<file path="config.mk">
export PLATFORM = sky130hd
export DESIGN_NAME = stopwatch_ctrl
export DESIGN_NICKNAME = d
export VERILOG_FILES = /design/src/rtl/stopwatch_pkg.sv /design/src/rtl/bcd_digit_ctr.sv /design/src/rtl/stopwatch_ctrl.sv
export SDC_FILE = /design/constraint.sdc
export NUM_CORES = 1
export LEC_CHECK = 0
export ABC_AREA = 1
export BUFFER_PORTS_ARGS = -buffer_cell sky130_fd_sc_hd__buf_2
export CORE_MARGIN = 2
export CORE_UTILIZATION = 48
export CTS_CLUSTER_DIAMETER = 40
export CTS_CLUSTER_SIZE = 16
export DETAILED_ROUTE_END_ITERATION = 8
export PLACE_DENSITY = 0.77
export RECOVER_POWER = 25
export SYNTH_ARGS = -nofsm -noshare
export SYNTH_HDL_FRONTEND = slang
export SYNTH_SLANG_ARGS = --single-unit
</file>
<file path="constraint.sdc">
create_clock -name clk -period 1.3 [get_ports clk]
set_clock_uncertainty 0.05 [all_clocks]
set_input_delay 0 -clock clk [delete_from_list [all_inputs] [get_ports clk]]
set_output_delay 0 -clock clk [all_outputs]
set_load 0.005 [all_outputs]
</file>
<file path="src/rtl/stopwatch_pkg.sv">
// stopwatch_pkg: shared FSM state type and BCD constants for the stopwatch
package stopwatch_pkg;
  typedef enum logic [1:0] {IDLE, RUN, PAUSE} state_t;
  localparam int BCD_MAX = 9;
  localparam int BCD_W = 4;
endpackage

</file>
<file path="src/rtl/bcd_digit_ctr.sv">
// bcd_digit_ctr: single decade counter 0..9 with carry when wrapping from 9
module bcd_digit_ctr
  import stopwatch_pkg::*;
(
  input  logic             clk,
  input  logic             rst,
  input  logic             clr,
  input  logic             en,
  output logic [BCD_W-1:0] q,
  output logic             carry_out
);
  logic [BCD_W-1:0] r_q;
  assign q = r_q;
  assign carry_out = en && r_q == BCD_W'(BCD_MAX);
  always_ff @(posedge clk)
    if (rst || clr) r_q <= '0;
    else if (en) r_q <= carry_out ? '0 : r_q + 1'b1;
endmodule

</file>
<file path="src/rtl/stopwatch_ctrl.sv">
// stopwatch_ctrl: run/pause/clear stopwatch with BCD cascade, lap freeze and overflow flag
module stopwatch_ctrl
  import stopwatch_pkg::*;
#(
  parameter int NDIGITS = 4,
  parameter int TICK_DIV = 10
) (
  input  logic                       clk,
  input  logic                       rst,
  input  logic                       start_stop,
  input  logic                       clear,
  input  logic                       lap,
  output logic [BCD_W*NDIGITS-1:0]   count_bcd,
  output logic [BCD_W*NDIGITS-1:0]   disp_bcd,
  output logic                       running,
  output logic                       lap_active,
  output logic                       overflow
);
  localparam int PW = TICK_DIV > 1 ? $clog2(TICK_DIV) : 1;
  state_t                   r_state;
  logic [PW-1:0]            r_pre;
  logic [BCD_W*NDIGITS-1:0] r_snap;
  logic                     r_lap;
  logic                     r_ovf;
  logic                     w_tick;
  logic [NDIGITS:0]         w_en;
  assign w_tick = r_state == RUN && r_pre == PW'(TICK_DIV - 1);
  assign w_en[0] = w_tick;
  assign running = r_state == RUN;
  assign lap_active = r_lap;
  assign overflow = r_ovf;
  assign disp_bcd = r_lap ? r_snap : count_bcd;
  for (genvar i = 0; i < NDIGITS; i++) begin : g_digit
    bcd_digit_ctr u_digit (
      .clk       (clk),
      .rst       (rst),
      .clr       (clear),
      .en        (w_en[i]),
      .q         (count_bcd[BCD_W*i +: BCD_W]),
      .carry_out (w_en[i+1])
    );
  end
  always_ff @(posedge clk)
    if (rst || clear) begin
      r_state <= IDLE;
      r_pre <= '0;
      r_snap <= '0;
      r_lap <= 1'b0;
      r_ovf <= 1'b0;
    end else begin
      if (start_stop) r_state <= r_state == RUN ? PAUSE : RUN;
      if (r_state == RUN) r_pre <= w_tick ? '0 : r_pre + 1'b1;
      if (lap && r_state == RUN && !r_lap) r_snap <= count_bcd;
      if (lap && r_state != IDLE) r_lap <= r_state == RUN && !r_lap;
      if (w_en[NDIGITS]) r_ovf <= 1'b1;
    end
endmodule
</file>
==> summary.md, run 1 <==
| Metric | Value |
|---|---|
| Routed via count | 1949 |
| Worst vdd ir | 1.05 mV |
| Slowest stage delay, CP | 330 ps |
| Relative slew slack | 0.810 |
| Crit path capture type | register |
| Core Region | 3740 sq um |
| Adder-Cell Fraction of Synth Area | 0.0653 |
| Vias in the first global route | 1672 |
| Number of port buffers | 39 |
| Wire per inst | 14.1 microns |
| Worst EP required | 1490 ps |
| Post-synth top flop | dfxtp_1 |
| Fill cells | 277 |
| Worst slew pin tran | 285 ps |
| Top cells by count, synth | nand2_1, dfxtp_1, o21ai_0 |
| Clk Latency, worst-skew pair | 300 ps |
| Status | finished with violations |
| WL final | 5.27 mm |
| Routed Antenna Nets | 0 |
| CP startpoint kind | register |
| Total GRT Usage | 0.221 |
| Synth top area share | 0.418 |
| Final period util | 1.05 |
| Post-synth EDFFs | 0 |
| GPL Wtd Cong | 0.815 |
| Top post-synthesis cells by area | dfxtp_1, o21ai_0, nand2_1, a21oi_1, ha_1 |
| Syn avg cell area | 7.42 sq um |
| TritonRoute pass-1 iters | 4 |
| Failing checks | negative setup slack |
| Setup Slack @ Placement | -107 ps |
| Post-synthesis sequential area ratio | 0.418 |
| Critical path type | reg -> reg |
| Largest family of logic cells by synthesized area | simple AND/OR/NAND/NOR gates |
| Simple-Gate Fraction of Synth Area | 0.223 |
| CP Max Fanout | 8 |
| Most frequent cell after synthesis | nand2_1 |
| Die span in x | 67.2 microns |
| PwrDens | 904 nW/um^2 |
| # setup viols final | 13 |
| Total grt overflow | 0 |
| Leading area contributor after synthesis | dfxtp_1 |
| Maxcap violations | 0 |
| Max Root-Sink Buffers | 2 |
| Post-Syn Instances | 258 |
| Synth async-reset ratio | 0 |
| Final #Nets | 339 |
| Setup WS post-layout | -63.3 ps |
| Post-detail-place hpwl | 3.14 mm |
| Initial antenna violation count | 0 |
| Final Hold Viols | 0 |
| Data arrival, critical path | 1550 ps |
| Post-synthesis mux area share | 0 |
| Xor/xnor share of the synthesized area | 0.0229 |
| Ys Warns | 0 |
| Post-synthesis cell type count | 24 |
| Unrepaired setup endpoints after global routing | yes |
| H-tree depth | 2 |
| Slowest-stage cell, CP | dfxtp_2 |
| Clock Root Buffer | clkbuf_8 |
| Post-synthesis net count | 273 |
| Ports | 40 |
| Initial Util | 0.512 |
| Worst hold path class | in -> reg |
| Reg clk slew, reported paths | 80 ps |
| Synthesized area | 1920 sq um |
| Sequence of cells on the critical path | inv_2 > ha_4 > nand3_4 > nor2_8 > nand3_4 > buf_12 > o21ai_2 > nand2_1 > nor2_1 |
| #FFs+latches synth | 40 |
| DRC | 0 |
| # rows | 22 |
| Area delta synth->final | 43.8% |
| Antenna Cells | 0 |
| Cell mode on critical path | nand3_4 |
| Maximum clock rate | 734 MHz |
| Clock sinks | 40 |
| TritonCTS Buffers | 5 |
| Initial drt markers | 142 |
| Post-route minimum period | 1360 ps |
| Vias per std cell | 5.23 |
| Share of post-route cells with drive strength above 1 | 0.394 |
| Max-slew violation count | 0 |
| Total Power | 0.00249 W |
| Compound-Gate Fraction of Synth Area | 0.184 |
| Die H | 67.2 microns |
| CTS tree | built |
| Largest net degree at the start of global routing | 35 |
| Die area | 4510 sq um |
| Leakage | 1.17 nW |
| First-pass GRT wire length | 7.46 mm |
## report_power, final
part	total (W)	leakage (nW)	switching, W	internal [W]
combinational	0.000121	0.776	0.0000713	0.0000496
sequential	0.00124	0.328	0.00000771	0.00124
clock	0.00113	0.0645	0.000448	0.000677
total	0.00249	1.17	0.000527	0.00196
## cell type report
class | count | area (sq um) | area share
clock buffers | 7 | 96.3 | 0.0350
clock inverters | 1 | 30.0 | 0.0109
inverters | 34 | 135 | 0.0491
multi-input cells | 175 | 1120 | 0.406
flip-flops and latches | 40 | 813 | 0.295
well taps | 48 | 60.1 | 0.0218
repair buffers | 68 | 502 | 0.182
## registers in the layout, indices dropped and copies added (netlist names)
register           count
g_digit.u_digit.q     16
lap_active             1
overflow               1
r_pre                  4
r_snap                16
r_state                2
## worst max-delay path: cells and delay by family (launching register included)
family	cells	cell delay, ps
AOI/OAI and AO/OA	1	100
buffers and inverters	2	220
and+or+nand+nor	5	490
adders and majority gates	1	130
DFF	1	330
## path summary, 6_finish.rpt
kind | endpoint | slack (ps) | cells past startpoint | from
max | g_digit[2].u_digit.q[2]$_SDFFE_PP0N_ | -60 | 9 | r_pre[1]$_SDFFE_PP0N_
min | r_state[1]$_SDFFE_PP0P_ | 100 | 4 | rst
max reg2reg | g_digit[2].u_digit.q[2]$_SDFFE_PP0N_ | -60 | 9 | r_pre[1]$_SDFFE_PP0N_
min reg2reg | overflow$_SDFFE_PP0P_ | 420 | 2 | overflow$_SDFFE_PP0P_
## cell usage in the layout, fill, tap and decap left out, types with 2 or more instances in the layout
cell           synthesis  routed
buf_12                 0       4
inv_2                  4       8
o21ai_0               40      27
nor2_4                 1       5
nand2_2                1       7
nor3_1                 5       2
a21oi_1               26      19
nand2_4                1       4
nor2_1                22      19
nand3_4                1       3
xor2_1                 5       5
o21ai_1                0      12
buf_2                  3      38
nand2_1               43      34
dlygate4sd3_1          0       2
a21oi_2                0       7
buf_4                  0      21
ha_1                  10       7
dfxtp_2                0      10
nand3_1               12      12
nor3_2                 0       3
clkbuf_16              0       2
ha_4                   0       3
clkbuf_8               0       7
dfxtp_1               40      30
inv_1                 30      24
## metal layers
metal,up-vias,track usage,routed length (microns)
li1,970,-,-
met1,914,0.277,2350
met2,58,0.369,2550
met3,7,0.0683,313
met4,0,0.0612,53
met5,-,0,0
## stage by stage
stage	util	setup TNS [ps]	area, sq um	cells	hold slack (ps)
3_5_place_dp	0.633	-955	2370	359	254
4_1_cts	0.680	-473	2550	369	50.5
5_1_grt	0.736	-1750	2750	373	101
2_1_floorplan	-	-476	1950	258	115
3_3_place_gp	0.633	-447	2370	359	235
6_report	0.736	-425	2750	373	103
## cell families after synthesis
kind of cell / after synthesis
simple gates: 91
compound gates: 69
buf+inv: 43
flops: 40
fa+ha+maj: 10
xor+xnor: 5
## timing repair
| action | CTS | global route |
|---|---|---|
| setup endpoints to repair | 26 | 53 |
| gates resized for setup | 10 | 50 |
| pin swaps | 9 | 9 |
| hold buffers | 2 | 0 |
| setup buffers | 0 | 2 |
| hold endpoints to repair | 3 | 0 |
| cloned | 0 | 2 |
(Power assumes the default switching activity.)
==> inputs of run 2 (changes only) <==
--- a/config.mk
+++ b/config.mk
@@ -5,15 +5,15 @@
 export SDC_FILE = /design/constraint.sdc
 export NUM_CORES = 1
 export LEC_CHECK = 0
-export ABC_AREA = 1
 export BUFFER_PORTS_ARGS = -buffer_cell sky130_fd_sc_hd__buf_2
 export CORE_MARGIN = 2
-export CORE_UTILIZATION = 48
+export CORE_UTILIZATION = 49
 export CTS_CLUSTER_DIAMETER = 40
 export CTS_CLUSTER_SIZE = 16
 export DETAILED_ROUTE_END_ITERATION = 8
-export PLACE_DENSITY = 0.77
+export PLACE_DENSITY = 0.78
 export RECOVER_POWER = 25
 export SYNTH_ARGS = -nofsm -noshare
 export SYNTH_HDL_FRONTEND = slang
+export SYNTH_HIERARCHICAL = 1
 export SYNTH_SLANG_ARGS = --single-unit
==> summary.md, run 2 <==
| Metric | Value |
|---|---|
| Power share of the sequential group | 0.537 (+0.038) |
| Max-slew violation count | 0 (unchanged) |
| Fill cells | 281 (+1.4%) |
| GPL Wtd Cong | 0.844 (+3.5%) |
| Syn avg cell area | 9.01 sq um (+21%) |
| TritonCTS Buffers | 5 (unchanged) |
| Clk Latency, worst-skew pair | 290 ps (about the same) |
| Post-synthesis net count | 236 (-14%) |
| Initial drt markers | 95 (-33%) |
| CP Max Fanout | 5 (-3) |
| Worst vdd ir | 0.497 mV (-53%) |
| Setup WS post-layout | -768 ps (-705 ps) |
| H-tree depth | 2 (unchanged) |
| Relative slew slack | 0.654 (-0.155) |
| Initial antenna violation count | 0 (unchanged) |
| DRC | 0 (unchanged) |
| Largest family of logic cells by synthesized area | simple AND/OR/NAND/NOR gates |
| Ports | 40 (unchanged) |
| Reg clk slew, reported paths | 80 ps (about the same) |
| WL final | 4.94 mm (-6.3%) |
| TritonRoute pass-1 iters | 4 (unchanged) |
| Compound-Gate Fraction of Synth Area | 0.104 (-0.0806) |
| Post-synthesis sequential area ratio | 0.402 (-0.0160) |
| P_sw | 0.000519 W (-1.7%) |
| # setup viols final | 32 (+19) |
| Final #Nets | 310 (-8.6%) |
| Leading area contributor after synthesis | dfxtp_1 |
| Routed via count | 1779 (-8.7%) |
| Synthesized area | 1990 sq um (+4.0%) |
| Status | finished with violations |
| Leakage | 1.18 nW (+1.2%) |
| Final period util | 1.59 (+0.542) |
| Post-synth top flop | dfxtp_1 |
| Synth async-reset ratio | 0 (unchanged) |
| Power share of the combinational group | 0.054 (+0.005) |
| Clock sinks | 40 (unchanged) |
| Wire per inst | 14.3 microns (+1.1%) |
| Vias in the first global route | 1572 (-6.0%) |
| Clock Root Buffer | clkbuf_8 |
| Most common cell after layout, fill and taps aside | nand2_1 |
| Most frequent cell after synthesis | nand2_1 |
| Failing checks | negative setup slack |
| CP startpoint kind | register |
| Final core utilization | 0.721 (-0.0143) |
| Maximum clock rate | 484 MHz (-34%) |
| Die H | 67.8 microns (+0.88%) |
| Setup TNS Final | -8080 ps (-7660 ps) |
| Xor/xnor share of the synthesized area | 0.0440 (+0.0211) |
| Top post-synthesis cells by area | dfxtp_1, mux2_2, nand2_1, ha_1, a21oi_2 |
| Maxcap violations | 0 (unchanged) |
| Unrepaired setup endpoints after global routing | yes |
| PwrDens | 805 nW/um^2 (-11%) |
| Setup Slack @ Placement | -710 ps (-603 ps) |
| Top cells by count, synth | nand2_1, dfxtp_1, nor2_1 |
| Die area | 4590 sq um (+1.8%) |
| Max Root-Sink Buffers | 2 (unchanged) |
| Area delta synth->final | 42.8% |
| Commonest cells after routing, fill and taps aside | nand2_1, dfxtp_1, buf_4, buf_2 |
| Routed Antenna Nets | 0 (unchanged) |
| Ys Warns | 6 (+6) |
| Worst slew pin tran | 518 ps (+233 ps) |
| Antenna Cells | 0 (unchanged) |
| Post-route minimum period | 2070 ps (+705 ps) |
| Fin Hold WS | 20.9 ps (-82.2 ps) |
| Final Hold Viols | 0 (unchanged) |
| Worst hold path class | in -> reg |
| Die span in x | 67.8 microns (+0.88%) |
| Post-synthesis cell type count | 30 (+25%) |
| Crit path capture type | register |
| Simple-Gate Fraction of Synth Area | 0.231 (+0.00714) |
| Post-Syn Instances | 221 (-14%) |
| Post-detail-place hpwl | 3.11 mm (-0.92%) |
| #FFs+latches synth | 40 (unchanged) |
| Core Region | 3940 sq um (+5.3%) |
| Total Power | 0.00229 W (-8.1%) |
| Net Sw Frac | 0.227 (+0.0148) |
| Vias per std cell | 5.14 (-1.6%) |
| Synth top area share | 0.402 (-0.0160) |
| Initial Util | 0.505 (-0.00646) |
| Total grt overflow | 0 (unchanged) |
| Worst EP required | 1430 ps (-60 ps) |
| Share of post-route cells with drive strength above 1 | 0.443 (+0.0487) |
| Largest net degree at the start of global routing | 20 (-43%) |
| Total GRT Usage | 0.219 (-0.00256) |
| Number of port buffers | 39 (unchanged) |
| Adder-Cell Fraction of Synth Area | 0.0628 (-0.00250) |
| Internal power | 0.00177 W (-9.8%) |
| Data arrival, critical path | 2200 ps (+650 ps) |
| Post-synthesis mux area share | 0.101 (+0.101) |
| First-pass GRT wire length | 7.38 mm (-1.1%) |
| Clock share of power | 0.409 (-0.043) |
| Post-synth EDFFs | 0 (unchanged) |
| Critical path type | reg -> reg |
| CTS tree | built |
| # rows | 23 (+4.5%) |
## run 2: changes by cell type after synthesis, moves of 9 or more
cell,previous run,this run
o21ai_0,40,4
inv_1,30,9
a21oi_1,26,9
mux2_2,0,16
nand3_1,12,1
a21oi_2,0,9
## run 2: through the flow
stage	instances	instance area, sq um
3_5_place_dp	334	2440
5_1_grt	346	2840
6_report	346	2840
3_3_place_gp	334	2440
2_1_floorplan	221	2020
4_1_cts	346	2750
## run 2: cell families after synthesis
kind of cell             count (synthesis)
flip-flops                              40
buffers and inverters                   18
AO/OA/AOI/OAI                           31
multiplexers                            18
adder cells (fa/ha/maj)                 10
XOR/XNOR                                10
AND/OR/NAND/NOR                         94
## run 2: routing by layer
metal  vias to the layer above  GRT usage  wire (microns)
li1                        889          -               -
met1                       845      0.284            2210
met2                        40      0.355            2470
met3                         5     0.0500             207
met4                         0     0.0765              55
met5                         -          0               0
## run 2: final timing paths
kind                                               end  cells past startpoint  slack (ps)                   start
setup / recovery  g_digit[3].u_digit/q[1]$_SDFFE_PP0P_                     13        -770   r_pre[1]$_SDFFE_PP0N_
hold / removal                 r_state[0]$_SDFFE_PP0P_                      4          20                     rst
setup reg to reg  g_digit[3].u_digit/q[1]$_SDFFE_PP0P_                     13        -770   r_pre[1]$_SDFFE_PP0N_
hold reg to reg                 r_snap[5]$_SDFFE_PP0P_                      2         410  r_snap[5]$_SDFFE_PP0P_
## run 2: power groups by stage
stage / sequential [W] / combinational, W / clock, W
after global routing: 0.00123 / 0.000133 / 0.000998
after global placement: 0.00126 / 0.0000945 / 0
after detailed placement: 0.00126 / 0.0000955 / 0
final: 0.00123 / 0.000123 / 0.000937
after floorplan: 0.00126 / 0.0000627 / 0
after CTS: 0.00123 / 0.000106 / 0.000946
## run 2: layout make-up
| type | instances | area [sq um] | area share |
|---|---|---|---|
| Multi-Input combinational cell | 163 | 1220 | 0.428 |
| Sequential cell | 40 | 811 | 0.285 |
| Timing Repair Buffer | 76 | 617 | 0.217 |
| Clock buffer | 7 | 97.6 | 0.0343 |
| Tap cell | 50 | 62.6 | 0.0220 |
| Inverter | 9 | 33.8 | 0.0119 |
| Clock inverter | 1 | 5.00 | 0.00176 |
## run 2: worst max-delay path, stage by stage, from the launching register on
cell and delay [ps]:
dfxtp_2 330, inv_2 60, ha_4 110, nand4b_1 180, nor2_4 140, nand4b_1 150, inv_2 80, nand4b_1 130
inv_2 90, nand4b_1 130, inv_2 120, nand4b_1 160, nand2_1 140, o22ai_1 80
## run 2: timing repair
item | 4_1_cts | 5_1_grt
hold buffers | 1 | 0
pin swaps | 8 | 8
endpoints found under the hold margin | 2 | 0
buffers inserted | 4 | 2
cloned | 0 | 1
setup endpoints to repair | 36 | 51
resized for setup | 40 | 19
==> inputs of run 3 (changes only) <==
--- a/config.mk
+++ b/config.mk
@@ -7,11 +7,11 @@
 export LEC_CHECK = 0
 export BUFFER_PORTS_ARGS = -buffer_cell sky130_fd_sc_hd__buf_2
 export CORE_MARGIN = 2
-export CORE_UTILIZATION = 49
+export CORE_UTILIZATION = 54
 export CTS_CLUSTER_DIAMETER = 40
 export CTS_CLUSTER_SIZE = 16
 export DETAILED_ROUTE_END_ITERATION = 8
-export PLACE_DENSITY = 0.78
+export PLACE_DENSITY = 0.82
 export RECOVER_POWER = 25
 export SYNTH_ARGS = -nofsm -noshare
 export SYNTH_HDL_FRONTEND = slang
==> constraint.sdc (replaced) <==
create_clock -name clk -period 2.3 [get_ports clk]
set_clock_uncertainty 0.05 [all_clocks]
set_input_delay 0 -clock clk [delete_from_list [all_inputs] [get_ports clk]]
set_output_delay 0 -clock clk [all_outputs]
set_load 0.005 [all_outputs]
==> summary.md, run 3 (same netlist as run 2, synthesis figures left out) <==
| Metric | Value |
|---|---|
| Status | completed |
| WHS Endpoint | lap_active$_SDFFE_PP0P_ |
| # setup viols final | 0 (-100%) |
| GPL Wtd Cong | 0.821 (-2.7%) |
| R2r startpoint | r_pre[1]$_SDFFE_PP0N_ |
| Crit path capture type | register |
| DRC | 0 (unchanged) |
| Final Hold Viols | 0 (unchanged) |
| # rows | 22 (-4.3%) |
| Maximum clock rate | 462 MHz (-4.5%) |
| Routed via count | 1669 (-6.2%) |
| CP Max Fanout | 5 (unchanged) |
| Commonest cells after routing, fill and taps aside | nand2_1, dfxtp_1, buf_2, nor2_1, mux2_2 |
| Initial antenna violation count | 0 (unchanged) |
| Hold_sp | lap |
| Largest net degree at the start of global routing | 20 (unchanged) |
| TritonCTS Buffers | 5 (unchanged) |
| Setup Slack @ Placement | 74.2 ps (+785 ps) |
| Number of port buffers | 39 (unchanged) |
| Worst vdd ir | 0.339 mV (-32%) |
| Unrepaired setup endpoints after global routing | yes |
| Max-slew violation count | 0 (unchanged) |
| Crit Reg-Reg Endpoint | g_digit[3].u_digit/q[1]$_SDFFE_PP0P_ |
| Fin Hold WS | 8.49 ps (-12.5 ps) |
| Setup slack, reg-to-reg | 130 ps (+900 ps) |
| Relative slew slack | 0.680 (+0.0256) |
| Reg clk slew, reported paths | 70 ps (about the same) |
| Worst slew pin tran | 480 ps (-38.4 ps) |
| Share of post-route cells with drive strength above 1 | 0.326 (-0.117) |
| First-pass GRT wire length | 6.82 mm (-7.6%) |
| Initial Util | 0.552 (+0.0472) |
| Total grt overflow | 0 (unchanged) |
| CP startpoint kind | register |
| Setup WS post-layout | 135 ps (+902 ps) |
| Leakage | 0.998 nW (-16%) |
| Max Root-Sink Buffers | 2 (unchanged) |
| Area delta synth->final | 18.7% |
| Die area | 4190 sq um (-8.7%) |
| Post-route minimum period | 2170 ps (+97.6 ps) |
| Clk Latency, worst-skew pair | 290 ps (about the same) |
| Die H | 64.7 microns (-4.5%) |
| Final period util | 0.942 (-0.649) |
| Data arrival, critical path | 2300 ps (+100 ps) |
| TritonRoute pass-1 iters | 4 (unchanged) |
| Total GRT Usage | 0.213 (-0.00616) |
| Worst hold path class | in -> reg |
| Wire per inst | 12.9 microns (-9.7%) |
| Die span in x | 64.7 microns (-4.5%) |
| Maxcap violations | 0 (unchanged) |
| PwrDens | 516 nW/um^2 (-36%) |
| CTS tree | built |
| Core Region | 3610 sq um (-8.5%) |
| Ports | 40 (unchanged) |
| Worst EP required | 2440 ps (+1010 ps) |
| Fill cells | 296 (+5.3%) |
| Post-detail-place hpwl | 2.88 mm (-7.4%) |
| Most common cell after layout, fill and taps aside | nand2_1 |
| Critical path type | reg -> reg |
| H-tree depth | 2 (unchanged) |
| Clock sinks | 40 (unchanged) |
| Worst Reg-to-Reg Cells | 13 (unchanged) |
| Antenna Cells | 0 (unchanged) |
| Routed Antenna Nets | 0 (unchanged) |
| Initial drt markers | 85 (-11%) |
| Vias per std cell | 5.25 (+2.1%) |
| Vias in the first global route | 1496 (-4.8%) |
| WL final | 4.10 mm (-17%) |
| Hold depth | 4 (unchanged) |
| Clock Root Buffer | clkbuf_8 |
| Final #Nets | 284 (-8.4%) |
[run 3: cell type report]
| type | count | area [sq um] | area share |
|---|---|---|---|
| Multi-Input combinational cell | 163 | 1100 | 0.464 |
| Clock buffer | 8 | 90.1 | 0.0381 |
| Inverter | 9 | 33.8 | 0.0143 |
| Tap cell | 48 | 60.1 | 0.0254 |
| Timing Repair Buffer | 50 | 278 | 0.118 |
| Sequential cell | 40 | 806 | 0.341 |
[run 3: metrics by stage]
step	utilization	instance area, sq um	TNS [ps]	total power [W]	instances
2_1_floorplan	-	1990	0	0.000748	221
3_3_place_gp	0.619	2230	0	0.000760	307
3_5_place_dp	0.619	2230	0	0.000761	307
4_1_cts	0.646	2330	0	0.00123	316
5_1_grt	0.655	2360	-218	0.00127	318
6_report	0.655	2360	0	0.00122	318
[run 3: worst max-delay path, cell delays in order (launching register included)]
cell and delay (ps):
dfxtp_4 360, inv_2 60, ha_4 110, nand4b_1 130
nor2_2 160, nand4b_1 160, inv_1 110, nand4b_1 140
inv_1 110, nand4b_1 150, inv_2 140, nand4b_1 160
nand2_2 130, o22ai_1 80
[run 3: how the worst max path moves through the flow]
stage / from / endpoint / slack (ps) / cells past startpoint
6_report: r_pre[1]$_SDFFE_PP0N_ / g_digit[3].u_digit/q[1]$_SDFFE_PP0P_ / 130 / 13
5_1_grt: r_pre[1]$_SDFFE_PP0N_ / g_digit[3].u_digit/q[1]$_SDFFE_PP0P_ / -60 / 13
4_1_cts: r_pre[0]$_SDFFE_PP0N_ / g_digit[3].u_digit/q[1]$_SDFFE_PP0P_ / 60 / 12
3_5_place_dp: r_pre[0]$_SDFFE_PP0N_ / g_digit[3].u_digit/q[1]$_SDFFE_PP0P_ / 70 / 12
3_3_place_gp: r_pre[0]$_SDFFE_PP0N_ / g_digit[3].u_digit/q[1]$_SDFFE_PP0P_ / 140 / 12
2_1_floorplan: r_pre[0]$_SDFFE_PP0N_ / g_digit[3].u_digit/q[1]$_SDFFE_PP0P_ / 20 / 12
[run 3: report_power, final]
part / leakage (nW) / internal (W) / switching [W]
registers: 0.324 / 0.000694 / 0.00000241
clock network: 0.0455 / 0.000244 / 0.000229
logic: 0.629 / 0.0000175 / 0.0000330
total: 0.998 / 0.000956 / 0.000264
[run 3: what timing repair did]
action                                  in CTS  in global routing
endpoints found under the setup margin       0                  5
setup buffers                                0                  2
endpoints found under the hold margin        2                  0
gates resized for setup                      0                  9
hold buffers                                 1                  0
[run 3: layer usage]
| layer | vias up | wire length [microns] | part of all wire | global-route usage |
|---|---|---|---|---|
| li1 | 836 | - | - | - |
| met5 | - | 0 | 0 | 0 |
| met3 | 5 | 172 | 0.042 | 0.0625 |
| met1 | 793 | 1880 | 0.46 | 0.255 |
| met2 | 35 | 1980 | 0.48 | 0.353 |
| met4 | 0 | 62 | 0.015 | 0.0904 |
